**src/rtl/cpu_pkg.sv**
```systemverilog
// Shared CPU definitions for the writeback path.
// Holds the default widths, the writeback payload layout and the source ids
// that the arbiter uses to name its two requesters.
package cpu_pkg;

  localparam int unsigned SB_SIZE_WIDTH = 4;
  localparam int unsigned DATA_WIDTH    = 32;
  localparam int unsigned REG_WIDTH     = 5;

  // One completed result on its way to the scoreboard and register file.
  typedef struct packed {
    logic [SB_SIZE_WIDTH-1:0] pos;
    logic [REG_WIDTH-1:0]     rd;
    logic                     we;
    logic [DATA_WIDTH-1:0]    data;
  } wb_payload_t;

  localparam logic SRC_ALU = 1'b0;
  localparam logic SRC_LS  = 1'b1;

endpackage

```
**src/rtl/wb_hold_slot.sv**
```systemverilog
// One-entry holding register between a producing unit and the writeback arbiter.
// Ports:
//   clk, rst        clock, asynchronous active-high reset
//   in_valid_i      producer offers in_payload_i
//   in_payload_i    result being offered
//   in_ready_c_o    combinational: slot empty or draining this cycle
//   drain_i         arbiter grants this slot (only asserted while valid_o)
//   valid_o         slot holds a result
//   payload_o       held result
module wb_hold_slot
  import cpu_pkg::*;
#(
  parameter type payload_t = wb_payload_t
) (
  input  logic     clk,
  input  logic     rst,
  input  logic     in_valid_i,
  input  payload_t in_payload_i,
  output logic     in_ready_c_o,
  input  logic     drain_i,
  output logic     valid_o,
  output payload_t payload_o
);

  logic     valid_q, valid_d;
  payload_t payload_q, payload_d;

  // Drain and refill in the same cycle keeps the slot full with the new entry.
  always_comb begin
    in_ready_c_o = !valid_q || drain_i;
    valid_d      = valid_q;
    payload_d    = payload_q;
    if (drain_i) begin
      valid_d = 1'b0;
    end
    if (in_valid_i && in_ready_c_o) begin
      valid_d   = 1'b1;
      payload_d = in_payload_i;
    end
  end

  always_ff @(posedge clk or posedge rst) begin
    if (rst) begin
      valid_q   <= 1'b0;
      payload_q <= '0;
    end else begin
      valid_q   <= valid_d;
      payload_q <= payload_d;
    end
  end

  assign valid_o   = valid_q;
  assign payload_o = payload_q;

endmodule

```
**src/rtl/wb_arbiter.sv**
```systemverilog
// Writeback arbiter: shares the single scoreboard / register-file write port
// between the ALU and the load/store unit. Each source lands in a one-entry
// holding slot; one slot per cycle is granted onto the registered wb_* bus.
// Ports:
//   clk, rst                     clock, asynchronous active-high reset
//   alu_valid/ready/pos/rd/we/data  ALU result handshake (ready combinational)
//   ls_valid/ready/pos/rd/we/data   LS result handshake (ready combinational)
//   wb_valid/pos/rd/we/data      registered writeback bus
// Build option: define WB_ARB_FIXED_PRIO_EN to make the ALU always win
// contention; otherwise grants are round-robin.
module wb_arbiter
  import cpu_pkg::*;
#(
  parameter int unsigned SB_SIZE_WIDTH = cpu_pkg::SB_SIZE_WIDTH,
  parameter int unsigned DATA_WIDTH    = cpu_pkg::DATA_WIDTH,
  parameter int unsigned REG_WIDTH     = cpu_pkg::REG_WIDTH
) (
  input  logic                     clk,
  input  logic                     rst,
  input  logic                     alu_valid,
  output logic                     alu_ready,
  input  logic [SB_SIZE_WIDTH-1:0] alu_pos,
  input  logic [REG_WIDTH-1:0]     alu_rd,
  input  logic                     alu_we,
  input  logic [DATA_WIDTH-1:0]    alu_data,
  input  logic                     ls_valid,
  output logic                     ls_ready,
  input  logic [SB_SIZE_WIDTH-1:0] ls_pos,
  input  logic [REG_WIDTH-1:0]     ls_rd,
  input  logic                     ls_we,
  input  logic [DATA_WIDTH-1:0]    ls_data,
  output logic                     wb_valid,
  output logic [SB_SIZE_WIDTH-1:0] wb_pos,
  output logic [REG_WIDTH-1:0]     wb_rd,
  output logic                     wb_we,
  output logic [DATA_WIDTH-1:0]    wb_data
);

  typedef struct packed {
    logic [SB_SIZE_WIDTH-1:0] pos;
    logic [REG_WIDTH-1:0]     rd;
    logic                     we;
    logic [DATA_WIDTH-1:0]    data;
  } payload_t;

  payload_t alu_in, ls_in, alu_hold, ls_hold, sel_c;
  logic     alu_hold_v, ls_hold_v;
  logic     grant_alu_c, grant_ls_c;

  logic                     wb_valid_q, wb_valid_d;
  logic [SB_SIZE_WIDTH-1:0] wb_pos_q, wb_pos_d;
  logic [REG_WIDTH-1:0]     wb_rd_q, wb_rd_d;
  logic                     wb_we_q, wb_we_d;
  logic [DATA_WIDTH-1:0]    wb_data_q, wb_data_d;

  assign alu_in = '{pos: alu_pos, rd: alu_rd, we: alu_we, data: alu_data};
  assign ls_in  = '{pos: ls_pos, rd: ls_rd, we: ls_we, data: ls_data};

  wb_hold_slot #(.payload_t(payload_t)) u_alu_slot (
    .clk          (clk),
    .rst          (rst),
    .in_valid_i   (alu_valid),
    .in_payload_i (alu_in),
    .in_ready_c_o (alu_ready),
    .drain_i      (grant_alu_c),
    .valid_o      (alu_hold_v),
    .payload_o    (alu_hold)
  );

  wb_hold_slot #(.payload_t(payload_t)) u_ls_slot (
    .clk          (clk),
    .rst          (rst),
    .in_valid_i   (ls_valid),
    .in_payload_i (ls_in),
    .in_ready_c_o (ls_ready),
    .drain_i      (grant_ls_c),
    .valid_o      (ls_hold_v),
    .payload_o    (ls_hold)
  );

`ifndef WB_ARB_FIXED_PRIO_EN
  logic last_grant_q, last_grant_d;

  // Remember the most recent winner so contention alternates.
  always_comb begin
    last_grant_d = last_grant_q;
    if (grant_alu_c) begin
      last_grant_d = SRC_ALU;
    end else if (grant_ls_c) begin
      last_grant_d = SRC_LS;
    end
  end

  // Reset to LS so the ALU wins the first contended cycle.
  always_ff @(posedge clk or posedge rst) begin
    if (rst) begin
      last_grant_q <= SRC_LS;
    end else begin
      last_grant_q <= last_grant_d;
    end
  end
`endif

  // Grant selection, purely from holding-slot state.
  always_comb begin
    grant_alu_c = 1'b0;
    grant_ls_c  = 1'b0;
    if (alu_hold_v && ls_hold_v) begin
`ifdef WB_ARB_FIXED_PRIO_EN
      grant_alu_c = 1'b1;
`else
      grant_alu_c = (last_grant_q == SRC_LS);
      grant_ls_c  = (last_grant_q == SRC_ALU);
`endif
    end else begin
      grant_alu_c = alu_hold_v;
      grant_ls_c  = ls_hold_v;
    end
  end

  // Writeback bus next state; idle cycles keep pos/rd/data to avoid toggling.
  always_comb begin
    sel_c      = grant_alu_c ? alu_hold : ls_hold;
    wb_valid_d = grant_alu_c || grant_ls_c;
    wb_we_d    = 1'b0;
    wb_pos_d   = wb_pos_q;
    wb_rd_d    = wb_rd_q;
    wb_data_d  = wb_data_q;
    if (wb_valid_d) begin
      wb_pos_d  = sel_c.pos;
      wb_rd_d   = sel_c.rd;
      wb_data_d = sel_c.data;
      // x0 is hardwired; the slot is still released via wb_valid.
      wb_we_d   = sel_c.we && (sel_c.rd != '0);
    end
  end

  always_ff @(posedge clk or posedge rst) begin
    if (rst) begin
      wb_valid_q <= 1'b0;
      wb_pos_q   <= '0;
      wb_rd_q    <= '0;
      wb_we_q    <= 1'b0;
      wb_data_q  <= '0;
    end else begin
      wb_valid_q <= wb_valid_d;
      wb_pos_q   <= wb_pos_d;
      wb_rd_q    <= wb_rd_d;
      wb_we_q    <= wb_we_d;
      wb_data_q  <= wb_data_d;
    end
  end

  assign wb_valid = wb_valid_q;
  assign wb_pos   = wb_pos_q;
  assign wb_rd    = wb_rd_q;
  assign wb_we    = wb_we_q;
  assign wb_data  = wb_data_q;

endmodule

```
**config.mk**
```make
export PLATFORM = sky130hd
export DESIGN_NAME = wb_arbiter
export DESIGN_NICKNAME = d
export VERILOG_FILES = /design/src/rtl/cpu_pkg.sv /design/src/rtl/wb_hold_slot.sv /design/src/rtl/wb_arbiter.sv
export SDC_FILE = /design/constraint.sdc
export NUM_CORES = 1
export LEC_CHECK = 0
export CORE_MARGIN = 3
export CORE_UTILIZATION = 30
export DETAILED_ROUTE_END_ITERATION = 10
export PLACE_DENSITY_LB_ADDON = 0.15
export SETUP_SLACK_MARGIN = 0.4
export SLEW_MARGIN = 5
export SYNTH_ARGS = -nofsm -noshare
export SYNTH_HDL_FRONTEND = slang
export SYNTH_HIERARCHICAL = 1
export SYNTH_SLANG_ARGS = --single-unit
```
**constraint.sdc**
```tcl
create_clock -name clk -period 2 [get_ports clk]
set_clock_uncertainty 0.15 [all_clocks]
set_input_delay 0.2 -clock clk [delete_from_list [all_inputs] [get_ports clk]]
set_output_delay 0.2 -clock clk [all_outputs]
set_load 0.02 [all_outputs]
```
==> results of run 1 <==
==> cell usage after synthesis (2+ instances only) <==
cell,instances
a21oi_1,2
a21oi_2,39
buf_1,3
buf_2,3
buf_4,2
buf_6,14
clkbuf_1,6
dfrtp_1,129
inv_1,45
mux2_2,45
mux2_4,80
nand2_4,2
nand2b_1,3
nand2b_4,2
o22ai_1,41
or4_1,2
==> logic make-up after synthesis <==
logic type / count (synthesis) / share of synthesized area
flip-flops: 130 / 0.534
buffers and inverters: 73 / 0.0641
AO/OA/AOI/OAI: 86 / 0.104
multiplexers: 125 / 0.280
AND/OR/NAND/NOR: 13 / 0.0173
==> path summary, 6_finish.rpt <==
kind	startpoint	to	slack [ps]
min reg2reg	u_alu_slot/payload_o[10]	u_alu_slot/payload_o[10]	360
max in group asynchronous	rst	u_ls_slot/payload_o[28]	1090
min	rst	u_ls_slot/payload_o[30]	70
min in group clk	alu_data[12]	u_alu_slot/payload_o[12]	250
max reg2reg	last_grant_q	u_alu_slot/payload_o[36]	150
max	last_grant_q	u_alu_slot/payload_o[36]	150
==> power by group through the flow <==
stage / sequential, mW / clock, mW / combinational [mW]
after floorplan: 5.19 / 0 / 4.22
final: 4.88 / 3.50 / 6.59
after CTS: 4.90 / 3.58 / 6.47
after detailed placement: 4.95 / 0 / 6.37
after global routing: 5.08 / 3.71 / 7.07
after global placement: 4.90 / 0 / 6.29
==> area by class of cell <==
type / count / area share
repair buffers: 166 / 0.209
clock buffers: 20 / 0.0535
inverters: 45 / 0.0193
multi-input cells: 224 / 0.284
flip-flops and latches: 130 / 0.373
clock inverters: 12 / 0.0234
well taps: 265 / 0.0380
==> metal layers <==
| metal | routed length (um) | vias to the layer above |
|---|---|---|
| met3 | 823 | 6 |
| met5 | 0 | - |
| met2 | 7710 | 94 |
| met1 | 7270 | 1870 |
| met4 | 93 | 0 |
| li1 | - | 1820 |
==> what timing repair did <==
action,CTS,global route
gates cloned,3,4
buffers inserted,8,1
pin swaps,1,1
endpoints found under the hold margin,0,0
endpoints found under the setup margin,171,129
resized for setup,66,5
==> sequential cells by signal, indices dropped and copies added, names as in the netlist <==
name                  cells
wb_data                  32
u_alu_slot/payload_o     42
wb_rd                     5
wb_valid                  1
wb_pos                    4
u_alu_slot/valid_o        1
u_ls_slot/valid_o         1
wb_we                     1
last_grant_q              1
u_ls_slot/payload_o      42
==> per-stage QoR <==
step                setup slack (ps)  cells  total power [mW]  cell area [um^2]  TNS (ps)
finish                           149    862              15.0              8730         0
CTS                              134    857              14.9              8610         0
floorplan                       -117    427              9.41              6160     -4680
detailed placement               102    814              11.3              7750         0
global placement                93.9    814              11.2              7750         0
global route                     103    862              15.9              8730         0
==> metrics.txt, run 1 <==
outcome=finished clean; per-cell routed wire length=18.4 um; share of layout cells above drive strength 1=0.412; RSZ-0062 raised after global routing=true; clock latency at the later pin of the worst-skew pair=410 ps; Slew @ Worst Pin=568 ps; cts hold-fix bufs=0; TritonCTS Sinks=130; CP Depth=6; met1 usage=0.197; Die Area=22000 um^2; cell with the most instances on the worst path=nand2b_4; Root Driver=clkbuf_16; most frequent cells in the layout=dfrtp_1, clkdlybuf4s50_1, mux2_4, mux2_2, dlygate4sd2_1; Slew headroom=0.621; worst path cell trace=nand2b_4 > and2_4 > nand2b_4 > nand2_8 > buf_16 > mux2_4; Crit Path Class=reg2reg; PortBufs=132; core area=19700 um^2; Remaining DRCs=0; CP Data Arrival Time=1990 ps; post-synthesis cell type count=25; YS warnings=6; Layout area overhead=43.3%; Detail Placement HPWL=10000 um; Die Ht=148 um; Reg2Reg Depth=6; htree depth=4; Int Power=9.94 mW; sw power=5.03 mW; area leader, netlist=dfrtp_1; clock-pin slew on the worst setup and hold paths=60 ps; power per cell area=1710 nW/um^2; Period Utilization, post-route=0.925; remaining global-route overflow=0; FILL cells=1766; Hold Vio Cnt, Final=0; vias per cell=4.40; largest net degree at the start of global routing=44; ranking of synthesized cells by area=dfrtp_1, mux2_4, mux2_2; clock share of power=0.234; register area=3260 um^2; Async S/R FF share, synth=1.00; Max Buffers Root-to-Sink=2; leakage=3.98 nW; met3 usage=0.0433; DRT Pass-1 Iters=4; Post-synth EDFFs=0; hold crit path type=in2async; antenna cells=0; MaxCap Viol Count=0; minimum clock period=1850 ps; Worst EP required=2140 ps; Most Crowded Layer GR=met2; RD Place Congestion=0.758; Avg Inst Size Synth=14.3 um^2; Syn Inst Count=427; Crit path max-delay family=simple AND/OR/NAND/NOR gates; combinational share of power=0.440; vias in the first global route=4232; Die W=148 um; Post-DRT Antenna Nets=0; Flop pwr share=0.326; initial DRC count=149; top_reg_cell synth=dfrtp_1; endpoints failing setup=0; crit path max fanout=7; initial antenna violation count=0; TritonCTS buffer count=17; detailed-route via count=3790; most common cell after layout, fill and taps aside=dfrtp_1; WP buf/inv=1; crit-path max cell delay=530 ps; Syn Nets=515; Routed WL=15900 um; Slowest-stage cell, CP=dfstp_2; Worst IR Drop VDD=0.735 mV; register area share after synthesis=0.534; Synth top area share=0.530; Cell Rows=51; global routing usage on met2=0.238; Starting Density=0.309; multi-input logic area=2480 um^2; nets=672; Max Slew Vio Count=0; I/O pins=133; global-route wire length before repair=24600 um; CTS tree=done; number of synthesized register bits=130; Worst setup SP type=register; Net Sw Frac=0.336; CP Capture Type=register; total track usage=0.147; hold slack final=73.9 ps; Cell Area, Synth=6090 um^2; Fmax achieved=0.540 GHz; final design utilization=0.443
Note: power is estimated with default switching activity, not from simulation.
==> run 2, diff against run 1 <==
- CORE_UTILIZATION: 30 -> 46
==> metrics.txt, run 2 (same netlist as run 1, synthesis figures left out) <==
outcome=finished clean (unchanged); Slowest-stage cell, CP=dfstp_2 (unchanged); antenna cells=0 (unchanged); Reg2Reg Depth=7 (was 6); most common cell after layout, fill and taps aside=dfrtp_1 (unchanged); crit-path max cell delay=530 ps (about the same); pre-CTS setup slack=64.8 ps (was 102 ps); Period Utilization, post-route=0.928 (was 0.925); RSZ-0062 raised after global routing=true (unchanged); minimum clock period=1860 ps (was 1850 ps); Cell Rows=41 (was 51); leakage=3.95 nW (was 3.98 nW); core area=12800 um^2 (was 19700 um^2); TritonCTS buffer count=17 (unchanged); Root Driver=clkbuf_16 (unchanged); share of layout cells above drive strength 1=0.405 (was 0.412); PortBufs=132 (unchanged); largest net degree at the start of global routing=45 (was 44); most frequent cells in the layout=dfrtp_1, clkdlybuf4s50_1, mux2_4, mux2_2, dlygate4sd2_1 (unchanged); fin area=8530 um^2 (was 8730 um^2); Layout area overhead=40.0% (was 43.3%); hold crit path type=in2async (unchanged); TritonCTS Sinks=130 (unchanged); Final TNS setup=0 ps (unchanged); power per cell area=1690 nW/um^2 (was 1710 nW/um^2); clock-pin slew on the worst setup and hold paths=50 ps (was 60 ps); sw power=4.96 mW (was 5.03 mW); worst path cell trace=nand2b_4 > and2_4 > nand2b_4 > buf_6 (was nand2b_4 > and2_4 > nand2b_4 > nand2_8 > buf_16 > mux2_4); htree depth=4 (unchanged); endpoints failing setup=0 (unchanged); CP Data Arrival Time=1510 ps (was 1990 ps); Flop pwr share=0.338 (was 0.326); cell with the most instances on the worst path=nand2b_4 (unchanged); cts hold-fix bufs=0 (unchanged); nets=673 (was 672); clock share of power=0.192 (was 0.234); initial DRC count=198 (was 149); CP Capture Type=output port (was register); vias per cell=5.13 (was 4.40); Die Area=14700 um^2 (was 22000 um^2); Fmax achieved=0.539 GHz (was 0.540 GHz); Starting Density=0.477 (was 0.309); DRT Pass-1 Iters=4 (unchanged); RD Place Congestion=0.771 (was 0.758); Slew headroom=0.611 (was 0.621); Remaining DRCs=0 (unchanged); placed instance count=719 (was 814); Max Buffers Root-to-Sink=2 (unchanged); Worst EP required=1650 ps (was 2140 ps); crit path max fanout=3 (was 7); Post-DRT Antenna Nets=0 (unchanged); Detail Placement HPWL=9060 um (was 10000 um); clock latency at the later pin of the worst-skew pair=410 ps (about the same); per-cell routed wire length=19.7 um (was 18.4 um); Slew @ Worst Pin=583 ps (was 568 ps); Area after DPL=7640 um^2 (was 7750 um^2); Die Ht=121 um (was 148 um); Die W=121 um (was 148 um); global-route wire length before repair=23400 um (was 24600 um); MaxCap Viol Count=0 (unchanged); Hold Vio Cnt, Final=0 (unchanged); final std cells w/o fill=769 (was 862); initial antenna violation count=0 (unchanged); Worst setup SP type=register (unchanged); vias in the first global route=4270 (was 4232); CTS tree=done (unchanged); Int Power=9.43 mW (was 9.94 mW); combinational share of power=0.470 (was 0.440); Worst IR Drop VDD=0.724 mV (was 0.735 mV); total track usage=0.212 (was 0.147); Routed WL=15100 um (was 15900 um); Crit Path Class=reg2out (was reg2reg); Net Sw Frac=0.345 (was 0.336); detailed-route via count=3944 (was 3790); I/O pins=133 (unchanged); final worst slack=144 ps (was 149 ps); remaining global-route overflow=0 (unchanged); Max Slew Vio Count=0 (unchanged)
==> run 2: final cells by class <==
cell class / count / area, um^2
Fill cell: 951 / 4250
Clock inverter: 6 / 30.0
Sequential cell: 130 / 3260
Clock buffer: 25 / 495
Inverter: 45 / 169
Tap cell: 172 / 215
Timing Repair Buffer: 167 / 1880
Multi-Input combinational cell: 224 / 2480
==> run 2: path summary, 6_finish.rpt <==
path | slack (ps) | endpoint | from
max | 140 | alu_ready | last_grant_q
min | 110 | u_alu_slot/payload_o[28] | rst
max reg2reg | 150 | u_ls_slot/payload_o[23] | last_grant_q
min reg2reg | 360 | u_alu_slot/payload_o[15] | u_alu_slot/payload_o[15]
max in group asynchronous | 1030 | u_ls_slot/payload_o[7] | rst
min in group clk | 250 | u_alu_slot/payload_o[24] | alu_data[24]
==> run 2: power by group through the flow <==
stage | sequential [mW] | combinational (mW) | clock [mW]
after CTS | 4.86 | 6.51 | 2.81
final | 4.87 | 6.76 | 2.76
after detailed placement | 4.90 | 6.34 | 0
after global placement | 4.85 | 6.21 | 0
after global routing | 5.06 | 7.20 | 2.93
after floorplan | 5.19 | 4.22 | 0
==> run 2: per-layer routing <==
metal	wire length, um	up-vias	global-route usage
met4	142	0	0.0595
met1	6530	1988	0.272
met5	0	-	0
met2	7560	125	0.352
li1	-	1821	-
met3	916	10	0.0597
==> run 2: through the flow <==
step / hold slack [ps] / power [mW] / util
final: 112 / 14.4 / 0.668
after CTS: 114 / 14.2 / 0.657
after global placement: 325 / 11.1 / 0.598
after floorplan: 158 / 9.41 / -
after detailed placement: 344 / 11.2 / 0.598
after global routing: 119 / 15.2 / 0.668
==> run 2: worst max-delay path, delay by kind of cell, from the launching register on <==
kind / cells / cell delay, ps
buffers and inverters: 1 / 130
flip-flops: 1 / 530
AND/OR/NAND/NOR: 3 / 440
==> run 2: what timing repair did <==
item                                    4_1_cts  5_1_grt
gates cloned                                  5        4
endpoints found under the setup margin      163      128
buffers inserted                              9        1
resized for setup                            73        9
pin swaps                                     1        1
